==> src/rtl/edge_detector_multi.sv <==
// Multi-channel edge detector: per-channel synchroniser, debounce filter,
// mode-selected single-cycle edge pulses and write-one-to-clear sticky flags.
module edge_detector_multi #(
    parameter int N_CH          = 8,
    parameter int SYNC_STAGES   = 2,
    parameter int FILTER_CYCLES = 4
) (
    input  logic            clk,
    input  logic            rst,
    input  logic [N_CH-1:0] signal,
    input  logic [1:0]      mode,
    input  logic [N_CH-1:0] clear,
    output logic [N_CH-1:0] level,
    output logic [N_CH-1:0] edge_pulse,
    output logic [N_CH-1:0] event_sticky,
    output logic            irq
);

    localparam int F  = (FILTER_CYCLES < 1) ? 1 : FILTER_CYCLES;
    localparam int CW = $clog2(F + 1);
    localparam logic [CW-1:0] F_LAST = CW'(F - 1);

    logic [N_CH-1:0] synced;
    logic [N_CH-1:0] accept;
    logic [N_CH-1:0] pulse_next;
    logic [CW-1:0]   cnt [N_CH];

    generate
        if (SYNC_STAGES == 0) begin : g_nosync
            assign synced = signal;
        end else begin : g_sync
            logic [N_CH-1:0] sync_q [SYNC_STAGES];

            always_ff @(posedge clk) begin
                if (rst) begin
                    for (int s = 0; s < SYNC_STAGES; s++) sync_q[s] <= '0;
                end else begin
                    sync_q[0] <= signal;
                    for (int s = 1; s < SYNC_STAGES; s++) sync_q[s] <= sync_q[s-1];
                end
            end

            assign synced = sync_q[SYNC_STAGES-1];
        end
    endgenerate

    // A channel flips on the edge where its counter has already seen F-1 differing cycles.
    always_comb begin
        accept = '0;
        for (int i = 0; i < N_CH; i++) begin
            accept[i] = (synced[i] != level[i]) && (cnt[i] == F_LAST);
        end
        pulse_next = (accept & synced & {N_CH{mode[0]}}) |
                     (accept & ~synced & {N_CH{mode[1]}});
    end

    always_ff @(posedge clk) begin
        if (rst) begin
            for (int i = 0; i < N_CH; i++) cnt[i] <= '0;
            level        <= '0;
            edge_pulse   <= '0;
            event_sticky <= '0;
        end else begin
            for (int i = 0; i < N_CH; i++) begin
                if (synced[i] == level[i]) begin
                    cnt[i] <= '0;
                end else if (cnt[i] == F_LAST) begin
                    cnt[i]   <= '0;
                    level[i] <= synced[i];
                end else begin
                    cnt[i] <= cnt[i] + CW'(1);
                end
            end
            edge_pulse   <= pulse_next;
            // A new event beats a coincident clear.
            event_sticky <= (event_sticky & ~clear) | pulse_next;
        end
    end

    assign irq = |event_sticky;

endmodule

==> config.mk <==
export PLATFORM = sky130hd
export DESIGN_NAME = edge_detector_multi
export DESIGN_NICKNAME = d
export VERILOG_FILES = /design/src/rtl/edge_detector_multi.sv
export SDC_FILE = /design/constraint.sdc
export NUM_CORES = 1
export LEC_CHECK = 0
export CAP_MARGIN = 40
export CORE_MARGIN = 2
export CORE_UTILIZATION = 65
export CTS_CLUSTER_DIAMETER = 50
export CTS_CLUSTER_SIZE = 40
export DETAILED_ROUTE_END_ITERATION = 12
export DONT_BUFFER_PORTS = 1
export PLACE_DENSITY = 0.87
export SLEW_MARGIN = 15
export SYNTH_ARGS = -nofsm -noshare
export SYNTH_HDL_FRONTEND = slang
export SYNTH_SLANG_ARGS = --single-unit
export TNS_END_PERCENT = 20
==> constraint.sdc <==
create_clock -name clk -period 3.3 [get_ports clk]
set_clock_uncertainty 0.2 [all_clocks]
set_input_delay 0.66 -clock clk [delete_from_list [all_inputs] [get_ports clk]]
set_output_delay 0.66 -clock clk [all_outputs]
set_load 0.01 [all_outputs]
Yosys cells after proc, flatten, opt, wreduce, memory -nomap -nowiden
Memory sizes are Yosys's and may differ from the RTL's.
Cells that the tools add are included.
Storage, ports and cells
  output and inout port bits: 25
  bits in writable memories: 40
  bits in registers: 24
  memories kept: 2
  logic and storage cells: 221
Memories
  cnt: words 8, width 3, read ports 8, clocked after Yosys merged registers in 0, wr ports 8, line 26  | logic [CW-1:0] cnt [N_CH];
  g_sync.sync_q: words 2, width 8, read ports 2, clocked after Yosys merged registers in 0, wr ports 2, line 32  | logic [N_CH-1:0] sync_q [SYNC_STAGES];
Operators by class
  equality and inequality tests: 24
  multiplexer cells: 117
  bitwise gates (word level): 43
  add/subtract/negate cells: 8
  reductions and logical operators: 17
Operators by type and width (count)
  1-bit 2-to-1 mux: 91
  3-bit 2-to-1 mux: 24
  8-bit AND: 5
  1-bit bitwise OR: 26
  3-bit by 1-bit adder with 3-bit output (second input constant): 8
  3-bit by 2-bit == test with 1-bit output (second input constant): 8
  8-bit 2-to-1 mux: 2
  8-bit inverter: 2
  8-bit bitwise OR: 2
  2-bit AND reduction: 8
  1-bit == test: 8
  1-bit logical AND: 8
  1-bit inequality test: 8
  1-bit inverter: 8
  8-bit OR reduction: 1

Longest topological paths before layout
Gate-level depths: netlist of run 1.
  word-level depth: 7
  depth in mapped cells: 5
  mapped depth without buffers: 5

Least setup slack after synthesis of run 1
OpenSTA, ideal clock, no wires.
  path type: register to register
  start point: mem cnt[0][9] in the netlist's numbering
  end point: mem cnt[0][10] in the netlist's numbering, data pin
  data required time: 2.964 ns
  slack: 1.669 ns
  cell stages (with the launch flop): 5
  setup time: 0.136 ns
  data arrival time: 1.295 ns
  buffers on the path: 0
  clock period less this slack: 1.631 ns
  cell sequence: edfxtp_1 > ha_1 > ha_1 > or3_4 > nor2_2
RTL lines (line)
  start, declared: 26

Final worst setup path of run 1
  start point: reg event_sticky[1]
  end point: out irq
On the way
  word-level cells in the longest chain between the ends: 1
RTL lines
  start, declared: line 15  | output logic [N_CH-1:0] event_sticky,
  start signal, assigned: line 76  | event_sticky <= (event_sticky & ~clear) | pulse_next;
  8-bit OR reduction: line 80  | assign irq = |event_sticky;
  end, declared: line 16  | output logic irq
No other way between the ends.

==> results of run 1 <==
-- final timing paths --
| path | end | cells after the start | start |
|---|---|---|---|
| worst max-delay path | irq | 2 | event_sticky[1] |
| worst min-delay path | level[4] | 1 | rst |
| worst max register to register | cnt[0][3] | 4 | cnt[0][3] |
| worst min register to register | g_sync.sync_q[0][9] | 1 | g_sync.sync_q[0][1] |
-- per-stage QoR --
step	setup slack (ns)	power [µW]	cells	hold WS, ns
2_1_floorplan	1.67	925	254	0.214
3_3_place_gp	1.51	922	295	0.216
3_5_place_dp	1.51	926	295	0.222
4_1_cts	1.14	1490	311	0.173
5_1_grt	1.07	1530	311	0.170
6_report	1.16	1470	311	0.191
-- synthesized netlist by cell type, types with 5 or more instances --
library cell	n	area share [%]
dfxtp_1	40	31
nor2_1	31	4.5
edfxtp_1	24	28
nor2b_1	24	5.8
inv_1	20	2.9
ha_1	16	7.7
nor2_2	9	2.2
mux2i_1	8	3.1
nand2b_1	8	1.9
nand3b_1	8	2.3
buf_2	5	0.96
-- sequential cells by signal, summed over array words and instances (netlist names) --
signal and count:
g_sync.sync_q 16, event_sticky 8, level 8, cnt 24, edge_pulse 8
-- per-layer routing --
metal / vias up / GRT usage (%) / part of all wire [%]
li1: 805 / - / -
met1: 722 / 24.2 / 42
met2: 40 / 32.3 / 48
met3: 12 / 10.5 / 7.3
met4: 0 / 10.7 / 2.4
met5: - / 0 / 0
-- critical path, delay by kind of cell (launching register included) --
| kind | cells | cell delay, ns |
|---|---|---|
| flip-flops | 1 | 0.35 |
| AND/OR/NAND/NOR | 2 | 0.59 |
-- power by group --
group / switching (µW) / internal, µW
registers: 11.9 / 843
clock network: 275 / 287
logic: 28.7 / 25.7
-- cell families (layout without fill, tap and decap cells) --
group	after synthesis	after routing	synth area share, %
flip-flops	64	64	58.6
AND/OR/NAND/NOR	91	91	19.6
AO/OA/AOI/OAI	20	20	5.21
XOR/XNOR	4	4	1.35
buffers and inverters	27	36	4.24
multiplexers	8	8	3.09
adder cells (fa/ha/maj)	16	16	7.71
other	1	24	0.145
-- area by class of cell --
class | count | share of cell area, %
inverter | 20 | 2.61
clock buffer | 12 | 5.05
clock inverter | 4 | 0.697
tap | 48 | 2.09
sequential | 64 | 53.0
multi-input combinational | 163 | 36.6
==> qor.yml, run 1 <==
clock_tree:
  cts.clk_slew.worst_paths_ns: 0.06
  clockBufferDepth: 2
  clock_sinks: 64
  hold_buffers: 0
  cts_setup_buffers: 0
  clk_latency_ns: 0.34
  numCtsBuffers: 9
  tritoncts: "done"
  htree_levels: 3
  root_buffer: "clkbuf_8"
  cts_repair_resize_count: 0
layout:
  nNetsFinal: 294
  final_cell_mix: "dfxtp_1 (40), nor2_1 (31), nor2b_1 (24), edfxtp_1 (24), conb_1 (24)"
  area_growth_pct: 10.7
  fillers: 266
  utilization_pct: 76.7
  design_area_um2: 2870
  seq_area_um2: 1520
  layout_commonest_cell: "dfxtp_1"
  drive_above_1_share_pct: 9.13
  diodes: 0
  multi_input_area_um2: 1050
timing:
  hold_viol_final: 0
  fin_crit_sh_pct: 64.8
  fmax_mhz: 467
  finalSetupViolations: 0
  rsz0062_at_grt: "false"
  slew_viol_final: 0
  fin_crit_ns: 2.14
  fin_tns_setup_ns: 0
global_route:
  grt_pass1_wl_um: 6600
  grt_pass1_vias: 1503
  grt_usage_pct: 21.0
  overflow: 0
  antenna_found_initial: 0
  grt_max_degree: 53
critical_path:
  arrival_ns: 1.28
  critical_path.endpoint_type: "output port"
  reg2reg_slack_ns: 1.58
  crit_path_max_incr_delay_ns: 0.40
  start_kind: "flop"
  crit_chain: "nor4_1, nand2_1"
  crit_slowest_cell: "nor4_1"
  crit_required_ns: 2.44
  path_class: "flop to output port"
  path_max_fanout: 3
synth:
  syn_area_um2: 2590
  synth-edff-count: 24
  async_flop_share_pct: 0
  syn_inst: 231
  synth_seq_cells: 64
  syn_area_per_cell_um2: 11.2
  yosys_most_used_dff: "dfxtp_1"
  synth_cell_types: 24
  ys_warn_count: 0
  yosysSeqAreaShare_pct: 58.6
outcome:
  status: "completed"
floorplanning:
  dieArea_um2: 4510
  rows: 22
  start_util_pct: 69.3
  io_pins: 45
  fp.dieW_um: 67.2
  design.core.area_um2: 3740
  die_h_um: 67.2
route:
  drt_iter0_markers: 92
  first_pass_iters: 4
  drc: 0
  finalWirelength_um: 4090
  vias: 1579
  viasPerCell: 5.08
  antenna_left: 0
  wl_per_cell_um: 13.2
pwr:
  p_leak_uw: 0.00119
  ir_worst_vdd_v: 0.000388
  p_per_area_nw_per_um2: 512
min_path:
  hold_class: "input port to flop"
place:
  hpwl_um: 2930
  numPortBuffers: 0
  gp_congestion: 0.768
  post_dp_cell_area_um2: 2710
flow_run:
  drv_cap: 0
No activity file was read; power rests on OpenSTA's default activity.
==> inputs of run 2 (changes only) <==
- CORE_UTILIZATION: 65 -> 56
- PLACE_DENSITY: 0.87 -> 0.8
- clock period: 3.3 -> 1.9 ns (I/O delays scaled with it)
==> run 2 against run 1 <==
Critical path depth rose by 1; non-clock buffer count rose by 18; sequential cell count did not move; register-to-register slack got worse by 1.4 ns; core utilization fell by 7.0 points; final area rose by 7.2%; die area rose by 15%; clock power rose by 85%; first-iteration DRC count fell by 30%; via count rose by 3.4%.
==> qor.yml, run 2 (synthesized netlist as in run 1, its figures left out) <==
outcome:
  status: "completed"
floorplanning:
  rows: 24  # +9.1%
  io_pins: 45  # unchanged
  die_h_um: 72.1  # +7.3%
  design.core.area_um2: 4410  # +18%
  dieArea_um2: 5190  # +15%
  fp.dieW_um: 72.1  # +7.3%
  start_util_pct: 58.8  # -11 points
clock_tree:
  htree_levels: 3  # unchanged
  tritoncts: "done"
  clk_latency_ns: 0.33  # about the same
  clock_sinks: 64  # unchanged
  cts.clk_slew.worst_paths_ns: 0.06  # about the same
  numCtsBuffers: 9  # unchanged
  clockBufferDepth: 2  # unchanged
  root_buffer: "clkbuf_8"
critical_path:
  critical_path.endpoint_type: "output port"
  r2r_start: "cnt[0][3]"
  rr_worst_depth: 4  # unchanged
  arrival_ns: 1.21  # -0.07 ns
  path_class: "flop to output port"
  start_kind: "flop"
  r2r_end: "cnt[0][4]"
  crit_required_ns: 1.32  # -1.12 ns
  reg2reg_slack_ns: 0.18  # -1.40 ns
  path_max_fanout: 3  # unchanged
pwr:
  p_per_area_nw_per_um2: 863  # +68%
  p_leak_uw: 0.00129  # +8.0%
  seqPwrFrac_pct: 55.9  # -2.2 points
  power_uw: 2660  # +81%
  internal_power_uw: 2120  # +83%
  p_comb_share_pct: 4.9  # +1.2 points
  swShare_pct: 20.3  # -1.1 points
  ir_worst_vdd_v: 0.000753  # +94%
  p_switching_uw: 540  # +71%
  clkPwrFrac_pct: 39.2  # +1.0 points
place:
  hpwl_um: 2810  # -4.0%
  gp_congestion: 0.710  # -7.5%
  numPortBuffers: 0  # unchanged
layout:
  layout_commonest_cell: "dfxtp_1"
  regMostFlops: "cnt"
  fillers: 335  # +26%
  area_growth_pct: 18.6
  drive_above_1_share_pct: 9.96  # +0.84 points
  nNetsFinal: 312  # +6.1%
  largest_reg_flops: 24  # unchanged
  largestRegisters: "cnt (24), g_sync.sync_q (16)"
  diodes: 0  # unchanged
  utilization_pct: 69.7  # -7.0 points
  final_cell_mix: "dfxtp_1 (40), nor2_1 (31), nor2b_1 (24), edfxtp_1 (24), conb_1 (24)"
timing:
  slew_viol_final: 0  # unchanged
  finalSetupViolations: 0  # unchanged
  rsz0062_at_grt: "false"
  hold_viol_final: 0  # unchanged
  fin_crit_ns: 1.79
  fmax_mhz: 558
  fin_tns_setup_ns: 0  # unchanged
  fin_crit_sh_pct: 94.4
global_route:
  antenna_found_initial: 0  # unchanged
  grt_usage_pct: 19.3  # -1.7 points
  grt_max_degree: 31  # -42%
  grt_pass1_wl_um: 7340  # +11%
  grt_pass1_vias: 1686  # +12%
  overflow: 0  # unchanged
route:
  viasPerCell: 4.90  # -3.4%
  antenna_left: 0  # unchanged
  wl_per_cell_um: 12.8  # -2.7%
  finalWirelength_um: 4260  # +4.2%
  vias: 1633  # +3.4%
  drt_iter0_markers: 64  # -30%
  first_pass_iters: 4  # unchanged
  drc: 0  # unchanged
min_path:
  hold_end: "g_sync.sync_q[0][3]"
  min_path_cells: 1  # unchanged
  hold_class: "input port to flop"
  worstHoldStart: "signal[3]"
flow_run:
  drv_cap: 0  # unchanged
## run 2: critical path, cell delays in order (launching register included)
cell and delay (ns):
dfxtp_1 0.36, nor4_2 0.28, buf_4 0.15, nand2_1 0.09
## run 2: repair_timing
item                                    CTS  global route
buffers inserted                          0             0
endpoints found under the setup margin    0             1
gates resized for setup                   0             1
hold buffers                             14             1
endpoints found under the hold margin    32             1
## run 2: final cells by class
type / count / area (µm²) / share of cell area, %
flip-flops and latches: 64 / 1520 / 49.4
multi-input cells: 163 / 1060 / 34.3
repair buffers: 18 / 180 / 5.85
well taps: 52 / 65.1 / 2.11
clock buffers: 16 / 180 / 5.85
inverters: 20 / 75.1 / 2.44
## run 2: worst max path at each step
stage / from / to / slack [ns]
2_1_floorplan: cnt[0][9] / cnt[0][10] / 0.27
3_3_place_gp: cnt[0][3] / cnt[0][3] / 0.24
3_5_place_dp: cnt[0][3] / cnt[0][4] / 0.19
4_1_cts: rst / event_sticky[7] / 0.006
5_1_grt: event_sticky[1] / irq / 0.01
6_report: event_sticky[1] / irq / 0.11
## run 2: power by group through the flow
| stage | sequential (µW) | clock (µW) | combinational [µW] |
|---|---|---|---|
| 6_report | 1480 | 1040 | 130 |
| 5_1_grt | 1490 | 1140 | 153 |
| 4_1_cts | 1480 | 1070 | 125 |
| 3_5_place_dp | 1510 | 0 | 93.5 |
| 3_3_place_gp | 1510 | 0 | 90.1 |
| 2_1_floorplan | 1510 | 0 | 99.0 |
## run 2: routing by layer
layer	GRT usage (%)	up-vias	routed length, µm
met5	0	-	0
met2	30.7	37	2020
met4	7.13	0	70
met3	9.86	8	246
met1	22.3	743	1930
li1	-	845	-
## run 2: metrics by stage
step	cells	cell area (µm²)	setup slack [ns]	hold WS [ns]
3_5_place_dp	301	2730	0.187	0.220
5_1_grt	333	3080	0.0142	0.00257
6_report	333	3080	0.107	0.0244
2_1_floorplan	254	2680	0.269	0.214
4_1_cts	331	3050	0.00601	0.00286
3_3_place_gp	301	2730	0.236	0.218
==> inputs of run 3 (changes only) <==
- CELL_PAD_IN_SITES_DETAIL_PLACEMENT: default -> 1
- CELL_PAD_IN_SITES_GLOBAL_PLACEMENT: default -> 2
- CORE_UTILIZATION: 56 -> 36
- CTS_CLUSTER_SIZE: 40 -> 28
- PLACE_DENSITY: 0.8 -> 0.79
==> run 3 against run 2 <==
Sequential cell count is the same; cell count grew 11%; critical path depth shrank 1; hold slack is essentially flat; combinational power is essentially flat; die area grew 52%; clock power grew 4%; sequential power is essentially flat; non-clock buffer count shrank 5; via count grew 1.7%; register-to-register slack is essentially flat; critical path type unchanged; critical endpoint unchanged.
==> qor.yml, run 3 (synthesized netlist as in run 1, its figures left out) <==
outcome:
  status: "completed"
floorplanning:
  rows: 30  # +25%
  fp.dieW_um: 88.9  # +23%
  dieArea_um2: 7900  # +52%
  start_util_pct: 37.8  # -21 points
  design.core.area_um2: 6870  # +56%
  io_pins: 45  # unchanged
  die_h_um: 88.9  # +23%
global_route:
  grt_pass1_wl_um: 7650  # +4.1%
  overflow: 0  # unchanged
  antenna_found_initial: 0  # unchanged
  grt_pass1_vias: 1606  # -4.7%
  grt_max_degree: 33  # +6.5%
  grt_usage_pct: 13.4  # -5.9 points
layout:
  largest_reg_flops: 24  # unchanged
  multi_input_area_um2: 1050  # -0.59%
  largestRegisters: "cnt (24), g_sync.sync_q (16)"
  area_growth_pct: 19.0
  seq_area_um2: 1520  # unchanged
  final_cell_mix: "dfxtp_1 (40), nor2_1 (31), nor2b_1 (24), edfxtp_1 (24), conb_1 (24)"
  nNetsFinal: 307  # -1.6%
  design_area_um2: 3090  # +0.37%
  fillers: 780  # +130%
  diodes: 0  # unchanged
  regMostFlops: "cnt"
  drive_above_1_share_pct: 9.49  # -0.48 points
  layout_commonest_cell: "dfxtp_1"
pwr:
  p_per_area_nw_per_um2: 872  # +1.1%
  p_leak_uw: 0.00126  # -1.6%
  ir_worst_vdd_v: 0.000386  # -49%
clock_tree:
  clock_sinks: 64  # unchanged
  clockBufferDepth: 2  # unchanged
  numCtsBuffers: 9  # unchanged
  clk_latency_ns: 0.33  # about the same
  tritoncts: "done"
  htree_levels: 3  # unchanged
  root_buffer: "clkbuf_8"
  cts.clk_slew.worst_paths_ns: 0.07  # about the same
critical_path:
  critPathBufInv: 0  # -1
  path_max_fanout: 3  # unchanged
  start_kind: "flop"
  crit_slowest_cell: "dfxtp_1"
  critical_path.endpoint_type: "output port"
  crit_required_ns: 1.32  # about the same
  crit_chain: "nor4_1, nand2_1"
  crit_path_max_incr_delay_ns: 0.38  # +0.02 ns
  arrival_ns: 1.18  # -0.03 ns
  cp_top_family: "simple AND/OR/NAND/NOR gates"
  path_class: "flop to output port"
flow_run:
  drv_cap: 0  # unchanged
min_path:
  hold_class: "input port to flop"
place:
  numPortBuffers: 0  # unchanged
  hpwl_um: 3290  # +17%
  gp_congestion: 0.752  # +5.8%
  post_dp_cell_area_um2: 2770  # +1.5%
route:
  vias: 1660  # +1.7%
  finalWirelength_um: 4800  # +13%
  viasPerCell: 4.49  # -8.5%
  drc: 0  # unchanged
  drt_iter0_markers: 44  # -31%
  first_pass_iters: 4  # unchanged
  antenna_left: 0  # unchanged
  wl_per_cell_um: 13.0  # +1.2%
timing:
  fin_crit_ns: 1.76  # -0.0297 ns
  slew_viol_final: 0  # unchanged
  fin_tns_setup_ns: 0  # unchanged
  fin_crit_sh_pct: 92.8  # -1.6 points
  hold_viol_final: 0  # unchanged
  finalSetupViolations: 0  # unchanged
  rsz0062_at_grt: "false"
  fmax_mhz: 567  # +1.7%
  fin_hold_ws_ns: 0.0245  # +0.000106 ns
run 3: cell count changes in the layout (fill, tap and decap cells not counted):
cell           before  now
clkbuf_1            4    1
dlygate4sd3_1      15   12
buf_4               2    0
buf_12              0    1
buf_8               1    0
clkbuf_8           12   13
nor4_1              1    2
nor4_2              1    0
run 3: final timing paths:
| check | slack [ns] | startpoint | endpoint | cells past startpoint |
|---|---|---|---|---|
| min | 0.02 | rst | edge_pulse[4] | 2 |
| max reg2reg | 0.17 | cnt[0][3] | cnt[0][3] | 4 |
| max | 0.14 | event_sticky[0] | irq | 2 |
| min reg2reg | 0.24 | g_sync.sync_q[0][2] | g_sync.sync_q[0][10] | 1 |
run 3: power breakdown:
part | switching (µW) | total [µW] | leakage [µW] | internal (µW)
Clock | 478 | 1080 | 0.0000946 | 603
Combinational | 63.4 | 129 | 0.000597 | 65.7
Sequential | 20.5 | 1480 | 0.000573 | 1460
Total | 562 | 2690 | 0.00126 | 2130
run 3: what timing repair did:
item	in CTS	in global routing
hold buffers	13	0
gates resized for setup	0	0
endpoints found under the hold margin	32	0
setup buffers	0	0
run 3: layout make-up:
type                    instances  area share, %
inverters                      20           2.43
flip-flops and latches         64           49.3
multi-input cells             163           34.0
repair buffers                 13           4.54
well taps                      96           3.89
clock buffers                  14           5.91
run 3: metal layers:
layer	GRT usage [%]	up-vias	wire, µm
met3	5.63	12	313
li1	-	830	-
met5	0	-	0
met4	7.44	0	111
met2	21.2	35	2200
met1	15.4	783	2170
run 3: through the flow:
stage	total power, µW	worst slack, ns	cells	utilization (%)
floorplan	1610	0.269	254	-
global placement	1600	0.216	343	40.3
detailed placement	1610	0.188	343	40.3
CTS	2740	0.0767	370	45.0
global route	2810	0.0484	370	45.0
finish	2690	0.136	370	45.0
